$ cat src/rtl/mult_test_sequencer.sv
// Multiplier test sequencer: sweeps operand RAM reads and replays them as result writes after LATENCY cycles.
// Optional cycle counter enabled by defining MULT_TEST_SEQUENCER_CYCLE_COUNT_EN.
module mult_test_sequencer #(
  parameter int ADDR_WIDTH = 9,
  parameter int LATENCY    = 4,
  parameter int LANES      = 2,
  localparam int LW        = (LANES > 1) ? $clog2(LANES) : 1
) (
  input  logic                  pll_clock,
  input  logic                  resetn,
  input  logic                  start,
  input  logic                  abort,
  input  logic                  loop_mode,
  input  logic [ADDR_WIDTH:0]   num_vectors,
  output logic                  rd_en,
  output logic [ADDR_WIDTH-1:0] rd_addr,
  output logic [LW-1:0]         rd_lane,
  output logic                  wr_en,
  output logic [ADDR_WIDTH-1:0] wr_addr,
  output logic [LW-1:0]         wr_lane,
  output logic                  busy,
  output logic                  done,
  output logic [31:0]           pass_count,
  output logic [31:0]           cycle_count
);

  typedef enum logic [1:0] {
    S_IDLE,
    S_ISSUE,
    S_DRAIN,
    S_DONE
  } state_t;

  typedef struct packed {
    logic                  valid;
    logic [ADDR_WIDTH-1:0] addr;
    logic [LW-1:0]         lane;
  } slot_t;

  state_t                state_q;
  logic [ADDR_WIDTH:0]   n_q;
  logic [ADDR_WIDTH-1:0] rd_addr_q;
  logic                  rd_en_q;
  logic                  busy_q;
  logic                  done_q;
  logic                  aborted_q;
  logic [31:0]           pass_q;

  slot_t                 line_q [LATENCY];
  slot_t                 line_d [LATENCY];
  logic                  line_empty_d;
  logic                  last_addr;

  assign last_addr = ({1'b0, rd_addr_q} == (n_q - 1'b1));

  // Lanes are a power of two, so the modulo is just the low address bits.
  if (LANES == 1) begin : g_one_lane
    assign rd_lane = '0;
  end else begin : g_multi_lane
    assign rd_lane = rd_addr_q[LW-1:0];
  end

  // NOTE: every always_comb output gets a default before any conditional update, so no latch is inferred.
  always_comb begin
    line_d[0] = {rd_en_q, rd_addr_q, rd_lane};
    for (int i = 1; i < LATENCY; i++) begin
      line_d[i] = line_q[i-1];
    end
    line_empty_d = 1'b1;
    for (int i = 0; i < LATENCY; i++) begin
      if (line_d[i].valid) line_empty_d = 1'b0;
    end
  end

  // NOTE: the shift line is built from flops, not RAM, so it is reset to guarantee no stale write survives.
  always_ff @(posedge pll_clock or negedge resetn) begin
    if (!resetn) begin
      for (int i = 0; i < LATENCY; i++) line_q[i] <= '0;
    end else begin
      for (int i = 0; i < LATENCY; i++) line_q[i] <= line_d[i];
    end
  end

  // NOTE: sequential state uses non-blocking assignments so all flops update together on the edge.
  always_ff @(posedge pll_clock or negedge resetn) begin
    if (!resetn) begin
      state_q   <= S_IDLE;
      n_q       <= '0;
      rd_addr_q <= '0;
      rd_en_q   <= 1'b0;
      busy_q    <= 1'b0;
      done_q    <= 1'b0;
      aborted_q <= 1'b0;
      pass_q    <= '0;
    end else begin
      case (state_q)
        S_IDLE: begin
          if (start) begin
            if (num_vectors != '0) begin
              state_q   <= S_ISSUE;
              n_q       <= num_vectors;
              rd_addr_q <= '0;
              rd_en_q   <= 1'b1;
              busy_q    <= 1'b1;
              aborted_q <= 1'b0;
              pass_q    <= '0;
            end else begin
              state_q <= S_DONE;
              done_q  <= 1'b1;
            end
          end
        end
        S_ISSUE: begin
          // Abort wins over the wrap, so a coinciding last issue never counts a pass.
          if (abort) begin
            state_q   <= S_DRAIN;
            rd_en_q   <= 1'b0;
            aborted_q <= 1'b1;
          end else if (last_addr) begin
            if (loop_mode) begin
              rd_addr_q <= '0;
              if (pass_q != '1) pass_q <= pass_q + 32'd1;
            end else begin
              state_q <= S_DRAIN;
              rd_en_q <= 1'b0;
            end
          end else begin
            rd_addr_q <= rd_addr_q + 1'b1;
          end
        end
        S_DRAIN: begin
          if (line_empty_d) begin
            state_q <= S_DONE;
            busy_q  <= 1'b0;
            done_q  <= 1'b1;
            if (!aborted_q && pass_q != '1) pass_q <= pass_q + 32'd1;
          end
        end
        default: begin
          state_q <= S_IDLE;
          done_q  <= 1'b0;
        end
      endcase
    end
  end

`ifdef MULT_TEST_SEQUENCER_CYCLE_COUNT_EN
  logic [31:0] cycle_q;

  always_ff @(posedge pll_clock or negedge resetn) begin
    if (!resetn) begin
      cycle_q <= '0;
    end else if (state_q == S_IDLE && start && num_vectors != '0) begin
      cycle_q <= '0;
    end else if (busy_q && cycle_q != '1) begin
      cycle_q <= cycle_q + 32'd1;
    end
  end

  assign cycle_count = cycle_q;
`else
  assign cycle_count = '0;
`endif

  assign rd_en      = rd_en_q;
  assign rd_addr    = rd_addr_q;
  assign wr_en      = line_q[LATENCY-1].valid;
  assign wr_addr    = line_q[LATENCY-1].addr;
  assign wr_lane    = line_q[LATENCY-1].lane;
  assign busy       = busy_q;
  assign done       = done_q;
  assign pass_count = pass_q;

endmodule

$ cat config.mk
export PLATFORM = sky130hd
export DESIGN_NAME = mult_test_sequencer
export DESIGN_NICKNAME = d
export VERILOG_FILES = /design/src/rtl/mult_test_sequencer.sv
export SDC_FILE = /design/constraint.sdc
export NUM_CORES = 1
export LEC_CHECK = 0
export ABC_AREA = 1
export CAP_MARGIN = 20
export CORE_MARGIN = 2
export CORE_UTILIZATION = 27
export CTS_CLUSTER_DIAMETER = 50
export DETAILED_ROUTE_END_ITERATION = 16
export MAX_ROUTING_LAYER = met4
export PLACE_DENSITY_LB_ADDON = 0.25
export SKIP_CTS_REPAIR_TIMING = 1
export SLEW_MARGIN = 40
export SYNTH_ARGS = -nofsm -noshare
export SYNTH_HDL_FRONTEND = slang
export SYNTH_SLANG_ARGS = --single-unit
$ cat constraint.sdc
create_clock -name pll_clock -period 5.6 [get_ports pll_clock]
set_clock_uncertainty 0.15 [all_clocks]
set_input_delay 0.56 -clock pll_clock [delete_from_list [all_inputs] [get_ports pll_clock]]
set_output_delay 0.56 -clock pll_clock [all_outputs]
set_load 0.01 [all_outputs]
==> qor.txt <==
Gate Count Post-Synth -> 719
# diodes -> 0
CP max stage cell -> nand3_4
Slew margin rel. -> 52.5%
Antenna violations before repair -> 0
Die Area -> 21700 sq um
Setup Viol. Count Final -> 0
Clock Sinks -> 97
Vias in the first global route -> 4062
Gp weighted congestion -> 0.857
Unrepaired setup endpoints after global routing -> no
Maximum clock rate -> 0.320 GHz
WL final -> 13.3 mm
Row count -> 52
Seq/Total Area, Yosys -> 43.7%
Pre-antenna DRT Iters -> 4
Core area -> 20200 sq um
Ys async rst share -> 100%
Min-delay worst type -> in -> async
Commonest non-fill, non-tap cell in the layout -> nand2_1
CTS Buf Count -> 9
Area leader, netlist -> dfrtp_1
Setup TNS -> 0 ps
Drc violations -> 0
Die Ht -> 147 microns
Reg-to-reg slack, setup -> 2470 ps
CP cell instances -> ha_1, nand2_1, nor2_2, nand3_1, nor2_1, nand3_1, nand2_1, nand2_2, nand3_4, nand2_1, nand2_1
Synth area leaders -> dfrtp_1 (44%), nand2_1 (14%), nor2_1 (7.6%)
Via count -> 4388
Top_reg_cell synth -> dfrtp_1
Multi-input logic area -> 2630 sq um
Horiz. Die Dim -> 147 microns
Minimum clock period -> 3130 ps
Iteration-0 DRC Markers -> 230
Post-Syn Area -> 5550 sq um
Setup crit start kind -> register
CTS root buf -> clkbuf_16
Final Max Slew Viols -> 0
Crit-path most repeated cell -> nand2_1
Critical path depth in cells -> 11
Wirelength per Cell -> 12.7 microns
Layout Nets -> 793
Placed Instances -> 1030
WHS -> -5.95 ps
YS warnings -> 0
CP required -> 5750 ps
Crit path max fanout -> 33
FF/Latch Area -> 2430 sq um
Antenna viol nets, final -> 0
CP bufs+invs -> 0
Port Buffers -> 70
Max incr delay on CP -> 660 ps
Non-Filler Instances -> 1046
Worst reg-to-reg path cell count -> 11
Crit path max-delay family -> simple AND/OR/NAND/NOR gates
First-pass GRT wire length -> 21.7 mm
Yosys cell types -> 30
Avg Synthesized Cell Area -> 7.72 sq um
Area grow syn2layout -> 18.5%
Worst-Skew Late Latency -> 360 ps
Final hold violation count -> 8
Outcome -> complete, but fails checks
Post-synth EDFFs -> 0
Yosys reg bits -> 97
Worst setup path class -> reg -> reg
Tightest Pin Transition -> 711 ps
Overflow after GRT -> 0
DP HPWL -> 9.66 mm
Bufs on Longest Clock Path -> 2
CP Capture Type -> register
Most frequent cells in the layout -> nand2_1 (203), nor2_1 (112), dfrtp_1 (97), clkdlybuf4s50_1 (69), inv_1 (43)
Starting Density -> 27.4%
Vias/cell -> 4.20
Max-cap viol count -> 0
Pin count of the biggest net entering global routing -> 66
Failing checks -> hold timing
TritonCTS clock tree -> yes
Final Cycle Share -> 55.9%
All-Layer GR Usage -> 12.9%
Worst-path clk slew -> 80 ps
Share of cells above drive strength 1 -> 8.63%
Pwr Density -> 393 nW/um^2
Top Ports -> 103
Layout fillers -> 2189
CP arrival -> 3280 ps
Pleak -> 0.00296 uW
H-tree lvl count -> 3
Share of the synthesized area in the top cell type -> 43.7%
Worst ir drop on vdd -> 334 uV
-- cell usage after synthesis, drive strengths merged (2+ instances only) --
| cell type | instances |
|---|---|
| nand2 | 237 |
| nor2 | 118 |
| dfrtp | 97 |
| buf | 54 |
| inv | 48 |
| nand3 | 36 |
| nand4 | 35 |
| o21ai | 21 |
| xor2 | 21 |
| xnor2 | 14 |
| clkbuf | 7 |
| ha | 7 |
| nand3b | 6 |
| a21oi | 5 |
| nor3 | 4 |
| and3 | 2 |
| nor3b | 2 |
| or2 | 2 |
-- cell families (layout without fill, tap and decap cells) --
| family | count (synthesis) | count (layout) | share of synthesized area, % |
|---|---|---|---|
| buffers and inverters | 109 | 135 | 11.0 |
| xor gates and xnor gates | 35 | 35 | 5.52 |
| adders and majority gates | 7 | 7 | 1.58 |
| DFF | 97 | 97 | 43.7 |
| AOI/OAI and AO/OA | 28 | 28 | 2.61 |
| and+or+nand+nor | 442 | 442 | 35.5 |
| other | 1 | 32 | 0.0675 |
-- state kept, by name, summed over array words and instances, names as in the netlist, 2 cells and up --
name        count
wr_addr         9
line_d         30
pass_count     32
rd_addr         9
n_q            10
state_q         2
-- per-stage QoR --
stage	util, %	hold slack (ps)	setup slack (ps)	total power, uW	instance area, sq um
2_1_floorplan	-	114	3550	1770	5670
3_3_place_gp	31.0	181	2380	1970	6280
5_1_grt	32.5	19.7	2210	2790	6580
4_1_cts	32.5	1.78	2480	2620	6580
6_report	32.5	-5.95	2470	2590	6580
3_5_place_dp	31.0	185	2340	1980	6280
-- final timing paths --
path / start / endpoint
setup / recovery: pass_count[0] / pass_count[0]
hold / removal: resetn / n_q[0]
setup reg to reg: pass_count[0] / pass_count[0]
hold reg to reg: line_d[17] / line_d[6]
max in group asynchronous: resetn / pass_count[26]
min in group pll_clock: line_d[17] / line_d[6]
-- worst register-to-register path, delay by kind of cell (launching register included) --
kind                       cells  cell delay (ps)
adders and majority gates      1              290
DFF                            1              550
and+or+nand+nor               10             2080
-- final cells by class --
type                            instances  area share (%)
Clock inverter                          7            1.06
Multi-Input combinational cell        544            40.0
Sequential cell                        97            36.9
Clock buffer                            9            3.42
Tap cell                              270            5.13
Timing Repair Buffer                   71            10.8
Inverter                               48            2.74
-- layer usage --
| metal | up-vias | track usage (%) | part of all wire, % |
|---|---|---|---|
| li1 | 2302 | - | - |
| met3 | 16 | 2.47 | 4.1 |
| met4 | 0 | 5.00 | 1.7 |
| met2 | 82 | 18.8 | 44 |
| met1 | 1988 | 17.8 | 50 |
| met5 | - | - | 0 |
-- power breakdown --
group	internal (uW)	switching [uW]	total (uW)
Clock	316	305	621
Sequential	815	106	921
Combinational	312	736	1050
No activity file was read; power rests on OpenSTA's default activity.
